**src/rtl/pipelined_ripple_adder_if.sv**
```systemverilog
// Operand/result valid-ready bundle for pipelined_ripple_adder.
// The master side drives operands and out_ready; the slave side is the adder.
interface pipelined_ripple_adder_if #(
  parameter int WIDTH = 16
);
  logic             in_valid;
  logic             in_ready;
  logic [WIDTH-1:0] a;
  logic [WIDTH-1:0] b;
  logic             cin;
  logic             sub;
  logic             out_valid;
  logic             out_ready;
  logic [WIDTH-1:0] sum;
  logic             cout;
  logic             ovf;
  logic             zero;

  modport master (
    output in_valid, a, b, cin, sub, out_ready,
    input  in_ready, out_valid, sum, cout, ovf, zero
  );

  modport slave (
    input  in_valid, a, b, cin, sub, out_ready,
    output in_ready, out_valid, sum, cout, ovf, zero
  );
endinterface

```
**src/rtl/pipelined_ripple_adder.sv**
```systemverilog
// WIDTH-bit add/subtract built from STAGES ripple segments with a register
// between segments; the whole pipe freezes while the result is back-pressured.
module pipelined_ripple_adder #(
  parameter int WIDTH  = 16,
  parameter int STAGES = 4
) (
  input  logic                   clk,
  input  logic                   rst,
  pipelined_ripple_adder_if.slave bus
);
  localparam int SEG = WIDTH / STAGES;

  if (WIDTH < 2 || STAGES < 1 || STAGES > WIDTH || (WIDTH % STAGES) != 0) begin : g_param_check
    $error("pipelined_ripple_adder: illegal WIDTH/STAGES combination");
  end

  // One SEG-bit ripple segment; returns {carry_out, sum}.
  function automatic logic [SEG:0] ripple(input logic [SEG-1:0] x,
                                          input logic [SEG-1:0] y,
                                          input logic           c);
    logic [SEG:0]   cy;
    logic [SEG-1:0] s;
    cy[0] = c;
    for (int i = 0; i < SEG; i++) begin
      s[i]    = x[i] ^ y[i] ^ cy[i];
      cy[i+1] = (x[i] & y[i]) | (cy[i] & (x[i] ^ y[i]));
    end
    return {cy[SEG], s};
  endfunction

  logic [STAGES-1:0] valid_r;
  logic [WIDTH-1:0]  sum_r;
  logic              cout_r;
  logic              ovf_r;
  logic              zero_r;
  logic              adv_s;

  assign adv_s         = !valid_r[STAGES-1] || bus.out_ready;
  assign bus.in_ready  = adv_s || rst;
  assign bus.out_valid = valid_r[STAGES-1];
  assign bus.sum       = sum_r;
  assign bus.cout      = cout_r;
  assign bus.ovf       = ovf_r;
  assign bus.zero      = zero_r;

  // Valid bits march with the data; bubbles are kept, not collapsed.
  always_ff @(posedge clk) begin
    if (rst) begin
      valid_r <= {STAGES{1'b0}};
    end else if (adv_s) begin
      valid_r[0] <= bus.in_valid;
      for (int k = 1; k < STAGES; k++) begin
        valid_r[k] <= valid_r[k-1];
      end
    end
  end

  for (genvar k = 0; k < STAGES; k++) begin : g_stage
    localparam int LO = k * SEG;
    localparam int HI = LO + SEG;

    logic [WIDTH-LO-1:0] opa_s;
    logic [WIDTH-LO-1:0] opb_s;
    logic                cin_s;
    logic [SEG:0]        seg_s;
    logic [HI-1:0]       sum_next_s;

    // Stage 0 does the subtract inversion; later stages take the previous stage's registers.
    if (k == 0) begin : g_src
      assign opa_s      = bus.a;
      assign opb_s      = bus.sub ? ~bus.b : bus.b;
      assign cin_s      = bus.sub ? ~bus.cin : bus.cin;
      assign sum_next_s = seg_s[SEG-1:0];
    end else begin : g_src
      assign opa_s      = g_stage[k-1].g_keep.opa_r;
      assign opb_s      = g_stage[k-1].g_keep.opb_r;
      assign cin_s      = g_stage[k-1].g_keep.carry_r;
      assign sum_next_s = {seg_s[SEG-1:0], g_stage[k-1].g_keep.skew_r};
    end

    assign seg_s = ripple(opa_s[SEG-1:0], opb_s[SEG-1:0], cin_s);

    if (k < STAGES - 1) begin : g_keep
      logic [WIDTH-HI-1:0] opa_r;
      logic [WIDTH-HI-1:0] opb_r;
      logic [HI-1:0]       skew_r;
      logic                carry_r;

      // Hand finished low sums, the segment carry and untouched upper bits onward.
      always_ff @(posedge clk) begin
        if (rst) begin
          opa_r   <= {(WIDTH-HI){1'b0}};
          opb_r   <= {(WIDTH-HI){1'b0}};
          skew_r  <= {HI{1'b0}};
          carry_r <= 1'b0;
        end else if (adv_s) begin
          opa_r   <= opa_s[WIDTH-LO-1:SEG];
          opb_r   <= opb_s[WIDTH-LO-1:SEG];
          skew_r  <= sum_next_s;
          carry_r <= seg_s[SEG];
        end
      end
    end else begin : g_last
      logic cmsb_s;

      // Carry into the MSB is recovered from its sum bit: s = a ^ b ^ c.
      assign cmsb_s = opa_s[SEG-1] ^ opb_s[SEG-1] ^ seg_s[SEG-1];

      // Final stage owns the result and flag registers.
      always_ff @(posedge clk) begin
        if (rst) begin
          sum_r  <= {WIDTH{1'b0}};
          cout_r <= 1'b0;
          ovf_r  <= 1'b0;
          zero_r <= 1'b0;
        end else if (adv_s) begin
          sum_r  <= sum_next_s;
          cout_r <= seg_s[SEG];
          ovf_r  <= cmsb_s ^ seg_s[SEG];
          zero_r <= ~|sum_next_s;
        end
      end
    end
  end
endmodule

```
**src/flat_wrapper.sv**
```systemverilog
// flat-port wrapper written by rule: the top's interface ports become plain ports
module pipelined_ripple_adder_flat 
#(
  parameter int WIDTH  = 16,
  parameter int STAGES = 4
)
  (clk, rst, bus_in_valid, bus_a, bus_b, bus_cin, bus_sub, bus_out_ready, bus_in_ready, bus_out_valid, bus_sum, bus_cout, bus_ovf, bus_zero);
  pipelined_ripple_adder_if #(.WIDTH(WIDTH)) bus_i ();
  input  logic clk;
  input  logic rst;
  input wire logic [$bits(bus_i.in_valid)-1:0] bus_in_valid;
  input wire logic [$bits(bus_i.a)-1:0] bus_a;
  input wire logic [$bits(bus_i.b)-1:0] bus_b;
  input wire logic [$bits(bus_i.cin)-1:0] bus_cin;
  input wire logic [$bits(bus_i.sub)-1:0] bus_sub;
  input wire logic [$bits(bus_i.out_ready)-1:0] bus_out_ready;
  output wire logic [$bits(bus_i.in_ready)-1:0] bus_in_ready;
  output wire logic [$bits(bus_i.out_valid)-1:0] bus_out_valid;
  output wire logic [$bits(bus_i.sum)-1:0] bus_sum;
  output wire logic [$bits(bus_i.cout)-1:0] bus_cout;
  output wire logic [$bits(bus_i.ovf)-1:0] bus_ovf;
  output wire logic [$bits(bus_i.zero)-1:0] bus_zero;
  assign bus_i.in_valid = bus_in_valid;
  assign bus_i.a = bus_a;
  assign bus_i.b = bus_b;
  assign bus_i.cin = bus_cin;
  assign bus_i.sub = bus_sub;
  assign bus_i.out_ready = bus_out_ready;
  assign bus_in_ready = bus_i.in_ready;
  assign bus_out_valid = bus_i.out_valid;
  assign bus_sum = bus_i.sum;
  assign bus_cout = bus_i.cout;
  assign bus_ovf = bus_i.ovf;
  assign bus_zero = bus_i.zero;
  pipelined_ripple_adder #(.WIDTH(WIDTH), .STAGES(STAGES)) u_core (.clk(clk), .rst(rst), .bus(bus_i));
endmodule
```
**config.mk**
```make
export PLATFORM = sky130hd
export DESIGN_NAME = pipelined_ripple_adder_flat
export DESIGN_NICKNAME = d
export VERILOG_FILES = /design/src/rtl/pipelined_ripple_adder_if.sv /design/src/rtl/pipelined_ripple_adder.sv /design/src/flat_wrapper.sv
export SDC_FILE = /design/constraint.sdc
export NUM_CORES = 1
export LEC_CHECK = 0
export ABC_CLOCK_PERIOD_IN_PS = 7600
export CAP_MARGIN = 10
export CORE_ASPECT_RATIO = 0.5
export CORE_MARGIN = 1
export CORE_UTILIZATION = 58
export CTS_CLUSTER_SIZE = 10
export DETAILED_ROUTE_END_ITERATION = 8
export PLACE_DENSITY = 0.9
export SYNTH_ARGS = -nofsm -noshare
export SYNTH_HDL_FRONTEND = slang
export SYNTH_SLANG_ARGS = --single-unit
```
**constraint.sdc**
```tcl
create_clock -name clk -period 7.6 [get_ports clk]
set_input_delay 0.76 -clock clk [delete_from_list [all_inputs] [get_ports clk]]
set_output_delay 0.76 -clock clk [all_outputs]
set_load 0.1 [all_outputs]
```
==> results.rst, run 1 <==
.. list-table::
   :header-rows: 1

   * - Metric
     - Value
   * - Number of CTS-inserted buffers
     - 9
   * - Post-synthesis simple-gate area fraction
     - 17.7%
   * - Synthesized-area fraction occupied by adder cells
     - 8.17%
   * - Number of flops mapped to enable cells by yosys
     - 0
   * - Total GRT Usage
     - 24.3%
   * - Detailed placement HPWL
     - 4.87 mm
   * - Largest area contributor in the netlist
     - dfxtp_1
   * - Flip-flop and latch count after synthesis
     - 98
   * - Top cells by instance count after synthesis
     - 143 x nand2_1, 98 x dfxtp_1, 71 x a21oi_1, 27 x nor2_1, 19 x inv_1
   * - Maximum ir drop on the vdd rail
     - 0.000189 V
   * - Largest stage delay on the critical path
     - 1.14 ns
   * - Starting density of the core
     - 60.6%
   * - Max-slew violation total from the final report
     - 0
   * - Mean cell area of the mapped netlist
     - 8.76 um^2
   * - Total power
     - 1.22 mW
   * - Total nets after synthesis
     - 520
   * - Clk_lat worst skew
     - 0.34 ns
   * - Area enclosed by the die boundary
     - 0.00739 mm^2
   * - Vias in the first global route
     - 2757
   * - Chip Width
     - 121 um
   * - Top cell by count, worst path
     - clkdlybuf4s50_1
   * - Worst path slowest cell
     - clkdlybuf4s50_1
   * - Number of DRC violations after detailed routing
     - 0
   * - Number of cells after detailed placement
     - 581
   * - Run status
     - finished clean
   * - Buffers and inverters on the worst path
     - 3
   * - Net total in the final layout
     - 555
   * - Multiplexer share of the synthesized area
     - 0%
   * - Skew final
     - 0.00521 ns
   * - Number of buffers added for setup after CTS
     - 0
   * - Unrepaired setup endpoints after global routing
     - false
   * - Number of antenna cells inserted
     - 0
   * - Total of max-cap violations
     - 0
   * - Number of instances in the synthesized netlist
     - 465
   * - Portion of synthesized cell area occupied by the leading cell type
     - 48.1%
   * - Total power density per cell area
     - 250 mW/mm^2
   * - Number of hold violations in the final report
     - 0
   * - Yosys warns
     - 0
   * - Core area
     - 0.00673 mm^2
   * - Final worst path period share
     - 51.1%
   * - Final standard cell count with taps included and fillers excluded
     - 597
   * - Combined area of all synthesized cells
     - 0.00408 mm^2
   * - Unique masters post-synth
     - 26
   * - Largest fanout on the critical path
     - 81
   * - Minimum clock period
     - 3.88 ns
   * - Area used by multi-input combinational logic
     - 0.00181 mm^2
   * - Worst endpoint required time
     - 6.84 ns
   * - Clock tree root driver cell
     - clkbuf_16
   * - 1st-iter DRT viols
     - 315
   * - Antenna violations before repair
     - 0
   * - Resized Gates After CTS
     - 0
   * - Leakage power total
     - 1.85 nW
   * - Count of endpoints failing setup in the final report
     - 0
   * - Avg WL per Cell
     - 14.3 um
   * - Slew at the pin closest to its max-slew limit
     - 1.18 ns
   * - TritonCTS clock tree
     - done
   * - Hold Worst Slack
     - 0.452 ns
   * - FILL cells
     - 500
   * - Port-buffer cells
     - 58
   * - Via density per instance
     - 5.23
   * - Final GP Congestion
     - 0.756
   * - Clock sink count
     - 98
   * - Remaining number of nets flagged by the antenna check after routing
     - 0
   * - Maximum number of pins on one net before global-route repair
     - 116
   * - Kind of start point of the critical path
     - input pin
   * - Buffer depth of the longest clock path
     - 2
   * - Classification of the worst-slack hold path
     - flip-flop to flip-flop
   * - Combined flip-flop and latch cell area
     - 0.00196 mm^2
   * - Number of vias after detailed routing
     - 3124
   * - Path type of the worst setup path
     - input pin to output pin
   * - 1st-pass router iterations
     - 5
   * - Proportion of layout cells with a drive suffix above 1
     - 5.94%
   * - Number of top-level design ports
     - 59
   * - Top cells by area in the synthesized netlist
     - dfxtp_1 48%, nand2_1 13%, a21oi_1 8.7%
   * - Most frequent cell after synthesis
     - nand2_1
   * - Number of H-tree branching levels
     - 3
   * - Number of buffers inserted for hold repair after clock tree synthesis
     - 0
   * - Layout Utilization
     - 72.5%
   * - Total global routing overflow
     - 0
   * - Cell Chain, Critical Path
     - clkdlybuf4s50_1, and2b_2, buf_4, nand2b_1, clkdlybuf4s50_1
   * - Primary FF master, synth
     - dfxtp_1
   * - Routed wire length
     - 8.54 mm
   * - Clock-pin slew on the worst setup and hold paths
     - 0.06 ns
   * - Vertical extent of the die
     - 61.3 um
   * - Fraction of the yosys area taken by sequential cells
     - 48.1%
   * - Aggregate negative setup slack
     - 0 ns
   * - Placement row count
     - 21
   * - Max-slew headroom at the worst pin
     - 21.2%
   * - Post-Synth XOR/XNOR Area
     - 4.08%
   * - Worst endpoint data arrival time
     - 3.12 ns
   * - Main combinational cell family by area after synthesis
     - simple AND/OR/NAND/NOR gates
   * - Highest achievable clock rate
     - 258 MHz
   * - Global-route wire length before repair
     - 13.4 mm
   * - Worst path top cell family by delay
     - buffers and inverters
   * - Asr flop ratio synth
     - 0%
   * - Complex-gate fraction of the synthesized area
     - 14.5%
   * - Crit end category
     - output pin
   * - Area growth, synth to finish
     - 19.7%
## report_power, final
group          internal, mW  switching, mW
sequential            0.549         0.0219
combinational        0.0644         0.0972
clock                 0.298          0.190
total                 0.911          0.310
## metal layers
layer	wire length [um]	global-route usage, %	up-vias
li1	-	-	1569
met1	3720	31.6	1436
met2	3970	38.3	101
met3	650	8.52	18
met4	205	9.17	0
met5	0	0	-
## metrics by stage
stage | area (um^2) | setup slack, ns
CTS | 4880 | 3.72
global route | 4880 | 3.62
floorplan | 4080 | 4.55
global placement | 4550 | 3.60
finish | 4880 | 3.72
detailed placement | 4550 | 3.44
## worst min-delay path, stage by stage, from the launching register on
cell	delay [ns]
dfxtp_1	0.31
nand2_1	0.05
a21oi_1	0.05
## logic make-up after synthesis
kind of cell	Yosys count
and+or+nand+nor	181
DFF	98
AOI/OAI and AO/OA	96
buffers and inverters	54
xor gates and xnor gates	19
adders and majority gates	17
## registers in the layout, indices dropped and copies added, names as in the netlist
| signal | flops |
|---|---|
| u_core.bus.cout | 1 |
| u_core.g_stage.g_keep.carry_r | 3 |
| u_core.bus.ovf | 1 |
| u_core.g_stage.g_keep.opa_r | 24 |
| u_core.g_stage.g_keep.opb_r | 24 |
| u_core.bus.zero | 1 |
| u_core.valid_r | 4 |
| u_core.bus.sum | 16 |
| u_core.g_stage.g_keep.skew_r | 24 |
## layout by cell type, fill, tap and decap left out
cell,instances
nand2_1,143
dfxtp_1,98
a21oi_1,71
clkdlybuf4s50_1,57
nor2_1,27
inv_1,19
fa_1,16
xnor2_1,15
a211oi_1,13
a211oi_2,10
clkbuf_16,9
xor2_1,4
nor4_1,3
nand3b_1,2
bufinv_16,2
clkinv_4,2
buf_4,2
and2b_2,1
nand2b_1,1
nand2b_4,1
nor3_1,1
nor4b_1,1
nand4b_1,1
o21ai_0,1
o31ai_1,1
ha_1,1
clkinv_2,1
clkbuf_8,1
clkinvlp_4,1
## cell type report
cell class / count / share of cell area (%)
flip-flops and latches: 98 / 40.2
multi-input cells: 313 / 37.2
repair buffers: 59 / 12.0
clock buffers: 10 / 4.90
well taps: 92 / 2.36
clock inverters: 6 / 1.85
inverters: 19 / 1.46
## final timing paths
kind | startpoint | end | slack [ns] | depth (start not counted)
min | u_core.g_stage[0].g_keep.opa_r[5]$_SDFFE_PP0P_ | u_core.g_stage[0].g_keep.opa_r[5]$_SDFFE_PP0P_ | 0.45 | 2
max reg2reg | u_core.g_stage[2].g_keep.carry_r$_SDFFE_PP0P_ | u_core.bus.ovf$_SDFFE_PP0P_ | 4.76 | 8
max | bus_out_ready | bus_in_ready | 3.72 | 5
min reg2reg | u_core.g_stage[0].g_keep.opa_r[5]$_SDFFE_PP0P_ | u_core.g_stage[0].g_keep.opa_r[5]$_SDFFE_PP0P_ | 0.45 | 2
(Power assumes the default switching activity.)
==> inputs of run 2 (changes only) <==
- ABC_CLOCK_PERIOD_IN_PS: 7600 -> 3800
- CORE_UTILIZATION: 58 -> 54
- PLACE_DENSITY: 0.9 -> 0.85
- clock period: 7.6 -> 3.8 ns (I/O delays scaled with it)
==> run 2 against run 1 <==
  * The run now ends with design-rule violations left
  * Hold slack lost 0.14 ns
  * First-iteration DRC count shrank 4.4%
  * Global-route usage fell by 2.6 points
  * Core utilization shrank 2.0 points
  * Sequential share of layout area down 0.39 points
  * Cell count grew 1.0%
  * Die area increased by 7.2%
  * Combinational power is 96% higher
  * Total power up 100%
  * Critical path depth up 5
  * Clock skew fell by 0.00093 ns
  * Critical endpoint is now u_core.g_stage[0].g_keep.skew_r[3]$_SDFFE_PP0P_
==> results.rst, run 2 (synthesis results as in run 1) <==
.. list-table::
   :header-rows: 1

   * - Metric
     - Value
   * - Run status
     - complete, but fails checks (was finished clean)
   * - Violated checks
     - design-rule violations
   * - 1st-pass router iterations
     - 7 (was 5)
   * - Number of CTS-inserted buffers
     - 9 (unchanged)
   * - Number of antenna cells inserted
     - 0 (unchanged)
   * - Maximum number of pins on one net before global-route repair
     - 88 (was 116)
   * - Vias in the first global route
     - 2850 (was 2757)
   * - Slew at the pin closest to its max-slew limit
     - 0.986 ns (was 1.18 ns)
   * - Worst endpoint required time
     - 3.99 ns (was 6.84 ns)
   * - Max-slew violation total from the final report
     - 0 (unchanged)
   * - Antenna violations before repair
     - 0 (unchanged)
   * - Starting density of the core
     - 58.3% (was 60.6%)
   * - Vertical extent of the die
     - 63.4 um (was 61.3 um)
   * - Leading cell type in the layout, fill and taps excluded
     - nand2_1 (unchanged)
   * - Number of buffers inserted for hold repair after clock tree synthesis
     - 0 (unchanged)
   * - Number of vias after detailed routing
     - 3042 (was 3124)
   * - Clk_lat worst skew
     - 0.34 ns (about the same)
   * - Kind of start point of the critical path
     - input pin (unchanged)
   * - Core area
     - 0.00699 mm^2 (was 0.00673 mm^2)
   * - Clock tree root driver cell
     - clkbuf_16 (unchanged)
   * - Proportion of layout cells with a drive suffix above 1
     - 7.05% (was 5.94%)
   * - Clock network fraction of total power
     - 40.9% (was 40.0%)
   * - Unrepaired setup endpoints after global routing
     - false (unchanged)
   * - Via density per instance
     - 5.04 (was 5.23)
   * - Path type of the worst setup path
     - input pin to flip-flop (was input pin to output pin)
   * - Total GRT Usage
     - 21.7% (was 24.3%)
   * - Remaining number of nets flagged by the antenna check after routing
     - 0 (unchanged)
   * - Max-slew headroom at the worst pin
     - 34.0% (was 21.2%)
   * - Largest fanout on the critical path
     - 8 (was 81)
   * - Chip Width
     - 125 um (was 121 um)
   * - Number of H-tree branching levels
     - 3 (unchanged)
   * - Routed wire length
     - 7.89 mm (was 8.54 mm)
   * - 1st-iter DRT viols
     - 301 (was 315)
   * - Avg WL per Cell
     - 13.1 um (was 14.3 um)
   * - Sequential share of power
     - 46.2% (was 46.8%)
   * - Leakage power total
     - 1.89 nW (was 1.85 nW)
   * - Clock sink count
     - 98 (unchanged)
   * - Internal Pwr Total
     - 1.87 mW (was 911 uW)
   * - Number of cells after detailed placement
     - 587 (was 581)
   * - Classification of the worst-slack hold path
     - input pin to flip-flop (was flip-flop to flip-flop)
   * - Final worst path period share
     - 74.8%
   * - Number of top-level design ports
     - 59 (unchanged)
   * - Worst endpoint data arrival time
     - 3.03 ns (was 3.12 ns)
   * - Hold Path Stages
     - 2 (unchanged)
   * - Number of hold violations in the final report
     - 0 (unchanged)
   * - Port-buffer cells
     - 58 (unchanged)
   * - Crit end category
     - flip-flop (was output pin)
   * - Hold Worst Slack
     - 0.310 ns (was 0.452 ns)
   * - Count of endpoints failing setup in the final report
     - 0 (unchanged)
   * - Number of buffers added for setup after CTS
     - 0 (unchanged)
   * - Number of DRC violations after detailed routing
     - 9 (was 0)
   * - Final standard cell count with taps included and fillers excluded
     - 603 (was 597)
   * - Minimum clock period
     - 2.84 ns
   * - Area growth, synth to finish
     - 20.8% (was 19.7%)
   * - Buffer depth of the longest clock path
     - 2 (unchanged)
   * - Maximum ir drop on the vdd rail
     - 0.000239 V (was 0.000189 V)
   * - Top flop regs
     - u_core.g_stage.g_keep.opa_r (24), u_core.g_stage.g_keep.opb_r (24), u_core.g_stage.g_keep.skew_r (24) (unchanged)
   * - Net total in the final layout
     - 561 (was 555)
   * - Total global routing overflow
     - 0 (unchanged)
   * - Aggregate negative setup slack
     - 0 ns (unchanged)
   * - Total power density per cell area
     - 500 mW/mm^2 (was 250 mW/mm^2)
   * - Global-route wire length before repair
     - 13.3 mm (was 13.4 mm)
   * - Clock-pin slew on the worst setup and hold paths
     - 0.06 ns (about the same)
   * - Combinational group share of total power
     - 12.9% (was 13.2%)
   * - Switching share of power
     - 24.2% (was 25.4%)
   * - Cell depth of the worst flop-to-flop path
     - 8 (unchanged)
   * - TritonCTS clock tree
     - done (unchanged)
   * - Detailed placement HPWL
     - 5.19 mm (was 4.87 mm)
   * - Placement row count
     - 21 (unchanged)
   * - Commonest cells after routing, fill and taps aside
     - 143 x nand2_1, 98 x dfxtp_1, 71 x a21oi_1 (unchanged)
   * - Highest achievable clock rate
     - 352 MHz
   * - Final GP Congestion
     - 0.785 (was 0.756)
   * - Resized Gates After CTS
     - 0 (unchanged)
   * - Area enclosed by the die boundary
     - 0.00792 mm^2 (was 0.00739 mm^2)
   * - FILL cells
     - 534 (was 500)
   * - Switching Power
     - 597 uW (was 310 uW)
   * - Skew final
     - 0.00428 ns (was 0.00521 ns)
   * - Total of max-cap violations
     - 0 (unchanged)
[run 2: path summary, 6_finish.rpt]
path | startpoint | to | slack [ns]
max | bus_sub | u_core.g_stage[0].g_keep.skew_r[3]$_SDFFE_PP0P_ | 0.96
min | rst | u_core.bus.sum[5]$_SDFFE_PP0P_ | 0.31
max reg2reg | u_core.g_stage[2].g_keep.carry_r$_SDFFE_PP0P_ | u_core.bus.ovf$_SDFFE_PP0P_ | 1.02
min reg2reg | u_core.bus.sum[0]$_SDFFE_PP0P_ | u_core.bus.sum[0]$_SDFFE_PP0P_ | 0.45
[run 2: metrics by stage]
stage / total power, mW / util (%) / cell area [um^2] / setup WS [ns]
floorplan: 1.38 / - / 4080 / 1.13
global placement: 1.47 / 65.7 / 4590 / 0.692
detailed placement: 1.48 / 65.7 / 4590 / 0.598
CTS: 2.47 / 70.4 / 4920 / 0.969
global route: 2.56 / 70.4 / 4920 / 0.879
finish: 2.46 / 70.4 / 4920 / 0.958
[run 2: area by class of cell]
class | count | area (um^2) | area share, %
sequential | 98 | 1960 | 39.8
inverter | 19 | 71.3 | 1.45
multi-input combinational | 313 | 1810 | 36.8
tap | 92 | 115 | 2.34
clock buffer | 10 | 229 | 4.65
clock inverter | 6 | 105 | 2.13
timing repair buffer | 65 | 628 | 12.8
[run 2: power by group through the flow]
stage	clock network [mW]	registers, mW	logic (mW)
2_1_floorplan	0	1.22	0.156
3_3_place_gp	0	1.16	0.309
3_5_place_dp	0	1.16	0.316
4_1_cts	1.02	1.14	0.318
5_1_grt	1.07	1.15	0.345
6_report	1.01	1.14	0.317
[run 2: worst max-delay path, stage by stage]
cell and delay [ns]:
clkdlybuf4s50_1 0.51, buf_4 0.20, xnor2_1 0.11, fa_1 0.40, fa_1 0.40, fa_1 0.37, inv_1 0.07, fa_1 0.41
nand2_1 0.08, a21oi_1 0.09
[run 2: layer usage]
metal / track usage, % / routed length (um) / share of wire (%)
met1: 30.1 / 4110 / 52
met2: 32.0 / 3290 / 42
met5: 0 / 0 / 0
met3: 6.97 / 386 / 4.9
met4: 7.32 / 104 / 1.3
==> inputs of run 3 (changes only) <==
- ABC_CLOCK_PERIOD_IN_PS: 3800 -> 2600
- CORE_UTILIZATION: 54 -> 49
- PLACE_DENSITY: 0.85 -> 0.82
- clock period: 3.8 -> 2.6 ns (I/O delays scaled with it)
==> run 3 against run 2 <==
  * The flow now finishes without violations
  * Sequential share of layout area is essentially flat
  * Final area is 0.18% higher
  * Critical path depth shrank 2
  * Cell count up 3.5%
  * Count of clock-buffer cells in the layout fell by 1
  * Register-to-register slack worse by 0.98 ns
  * First-iteration DRC count fell by 10%
  * Combinational power increased by 47%
  * Non-clock buffer count grew 1
  * Sequential cell count did not move
  * Routed wire length down 0.33%
  * Die area is 10% higher
  * Largest power group unchanged
  * Highest routed layer unchanged
==> results.rst, run 3 (synthesis results as in run 1) <==
.. list-table::
   :header-rows: 1

   * - Metric
     - Value
   * - Core area
     - 0.00803 mm^2 (was 0.00699 mm^2)
   * - Minimum clock period
     - 2.56 ns
   * - Clock-pin slew on the worst setup and hold paths
     - 0.07 ns (was 0.06 ns)
   * - Worst endpoint data arrival time
     - 2.82 ns (was 3.03 ns)
   * - Crit end category
     - flip-flop (unchanged)
   * - Remaining number of nets flagged by the antenna check after routing
     - 0 (unchanged)
   * - Number of hold violations in the final report
     - 0 (unchanged)
   * - Avg WL per Cell
     - 12.6 um (was 13.1 um)
   * - Layout Utilization
     - 61.4% (was 70.4%)
   * - Clk_lat worst skew
     - 0.34 ns (about the same)
   * - Unrepaired setup endpoints after global routing
     - true (was false)
   * - Net total in the final layout
     - 562 (was 561)
   * - Total global routing overflow
     - 0 (unchanged)
   * - Number of DRC violations after detailed routing
     - 0 (was 9)
   * - Leakage power total
     - 1.94 nW (was 1.89 nW)
   * - Number of vias after detailed routing
     - 3071 (was 3042)
   * - Starting density of the core
     - 50.8% (was 58.3%)
   * - Kind of start point of the critical path
     - flip-flop (was input pin)
   * - Total of max-cap violations
     - 0 (unchanged)
   * - Number of CTS-inserted buffers
     - 9 (unchanged)
   * - Slew at the pin closest to its max-slew limit
     - 0.657 ns (was 0.986 ns)
   * - Internal Pwr Total
     - 2.55 mW (was 1.87 mW)
   * - Worst path slowest cell
     - fa_1 (was clkdlybuf4s50_1)
   * - Top flop regs
     - u_core.g_stage.g_keep.opa_r (24), u_core.g_stage.g_keep.opb_r (24), u_core.g_stage.g_keep.skew_r (24) (unchanged)
   * - Combinational group share of total power
     - 13.4% (was 12.9%)
   * - Chip Width
     - 131 um (was 125 um)
   * - Largest fanout on the critical path
     - 3 (was 8)
   * - Max-slew headroom at the worst pin
     - 56.2% (was 34.0%)
   * - Cell Chain, Critical Path
     - fa_2, fa_2, fa_1, inv_1, fa_1, xor2_1, xnor2_1, o31ai_1 (was clkdlybuf4s50_1, buf_4, xnor2_1, fa_1, fa_1, fa_1, inv_1, fa_1, nand2_1, a21oi_1)
   * - Area growth, synth to finish
     - 21.0% (was 20.8%)
   * - Max-slew violation total from the final report
     - 0 (unchanged)
   * - Classification of the worst-slack hold path
     - input pin to flip-flop (unchanged)
   * - Aggregate negative setup slack
     - 0 ns (unchanged)
   * - Buffer depth of the longest clock path
     - 2 (unchanged)
   * - Routed wire length
     - 7.87 mm (was 7.89 mm)
   * - Area enclosed by the die boundary
     - 0.00871 mm^2 (was 0.00792 mm^2)
   * - Clock tree root driver cell
     - clkbuf_16 (unchanged)
   * - Largest stage delay on the critical path
     - 0.45 ns (was 0.51 ns)
   * - Skew final
     - 0.00612 ns (was 0.00428 ns)
   * - Highest achievable clock rate
     - 391 MHz
   * - Number of antenna cells inserted
     - 0 (unchanged)
   * - Run status
     - finished clean (was complete, but fails checks)
   * - Design Area, Final
     - 0.00493 mm^2 (was 0.00492 mm^2)
   * - Placement row count
     - 23 (was 21)
   * - Number of top-level design ports
     - 59 (unchanged)
   * - Sequential share of power
     - 47.7% (was 46.2%)
   * - Leading cell type in the layout, fill and taps excluded
     - nand2_1 (unchanged)
   * - Setup slack of the critical path after layout
     - 0.0396 ns (was 0.958 ns)
   * - Switching Power
     - 931 uW (was 597 uW)
   * - Count of endpoints failing setup in the final report
     - 0 (unchanged)
   * - Clock sink count
     - 98 (unchanged)
   * - Total GRT Usage
     - 20.1% (was 21.7%)
   * - Port-buffer cells
     - 58 (unchanged)
   * - Clock network fraction of total power
     - 38.9% (was 40.9%)
   * - Vias in the first global route
     - 2850 (unchanged)
   * - TritonCTS clock tree
     - done (unchanged)
   * - Total power density per cell area
     - 706 mW/mm^2 (was 500 mW/mm^2)
   * - Switching share of power
     - 26.7% (was 24.2%)
   * - Final standard cell count with taps included and fillers excluded
     - 624 (was 603)
   * - Global-route wire length before repair
     - 13.2 mm (was 13.3 mm)
   * - Final GP Congestion
     - 0.759 (was 0.785)
   * - Detailed placement HPWL
     - 5.29 mm (was 5.19 mm)
   * - Commonest cells after routing, fill and taps aside
     - 143 x nand2_1, 97 x dfxtp_1, 71 x a21oi_1 (was 143 x nand2_1, 98 x dfxtp_1, 71 x a21oi_1)
   * - Final worst path period share
     - 98.5%
   * - 1st-iter DRT viols
     - 270 (was 301)
   * - Maximum number of pins on one net before global-route repair
     - 67 (was 88)
   * - Worst endpoint required time
     - 2.86 ns (was 3.99 ns)
   * - Number of cells after detailed placement
     - 608 (was 587)
   * - Via density per instance
     - 4.92 (was 5.04)
   * - Number of H-tree branching levels
     - 3 (unchanged)
   * - Antenna violations before repair
     - 0 (unchanged)
   * - Proportion of layout cells with a drive suffix above 1
     - 11.9% (was 7.05%)
   * - Vertical extent of the die
     - 66.5 um (was 63.4 um)
   * - Maximum ir drop on the vdd rail
     - 0.000380 V (was 0.000239 V)
   * - Minimum setup slack after placement
     - -0.285 ns (was 0.598 ns)
   * - Path type of the worst setup path
     - flip-flop to flip-flop (was input pin to flip-flop)
   * - Total placed instance area
     - 0.00461 mm^2 (was 0.00459 mm^2)
   * - 1st-pass router iterations
     - 4 (was 7)
run 3: through the flow:
stage	total power [mW]	hold WS (ns)
after detailed placement	2.16	0.445
after floorplan	2.01	0.400
after global placement	2.15	0.439
final	3.48	0.430
after CTS	3.50	0.435
after global routing	3.63	0.463
run 3: worst paths after layout:
path                                                        start                                               to  slack [ns]  depth (start not counted)
setup reg to reg    u_core.g_stage[2].g_keep.carry_r$_SDFFE_PP0P_                      u_core.bus.ovf$_SDFFE_PP0P_        0.04                          8
hold reg to reg   u_core.g_stage[0].g_keep.opa_r[10]$_SDFFE_PP0P_  u_core.g_stage[0].g_keep.opa_r[10]$_SDFFE_PP0P_        0.45                          2
hold / removal                                                rst                  u_core.bus.sum[11]$_SDFFE_PP0P_        0.43                          2
setup / recovery    u_core.g_stage[2].g_keep.carry_r$_SDFFE_PP0P_                      u_core.bus.ovf$_SDFFE_PP0P_        0.04                          8
run 3: area by class of cell:
cell class	instances	area, um^2
multi-input combinational	313	1820
sequential	98	1960
tap	112	140
timing repair buffer	66	626
clock inverter	7	88.8
fill	655	3100
clock buffer	9	225
inverter	19	71.3
run 3: critical path, delay by kind of cell, from the launching register on:
family,cells,cell delay (ns)
fa+ha+maj,4,1.59
flops,1,0.34
xor+xnor,2,0.29
compound gates,1,0.18
buf+inv,1,0.07
run 3: power by group through the flow:
stage	clock network (mW)	registers [mW]	logic, mW
2_1_floorplan	0	1.79	0.228
3_3_place_gp	0	1.69	0.456
3_5_place_dp	0	1.69	0.465
4_1_cts	1.37	1.66	0.468
5_1_grt	1.44	1.67	0.513
6_report	1.36	1.66	0.466
run 3: routing by layer:
metal	GRT usage (%)	wire, um	up-vias
met1	27.7	3760	1406
met4	6.03	116	0
met3	6.27	543	12
met2	30.2	3450	75
met5	0	0	-
li1	-	-	1578
run 3: what timing repair did:
action	in CTS	in global routing
buffers inserted	0	0
setup endpoints to repair	1	3
cloned	0	0
pin swaps	2	1
hold buffers	0	0
resized for setup	1	1
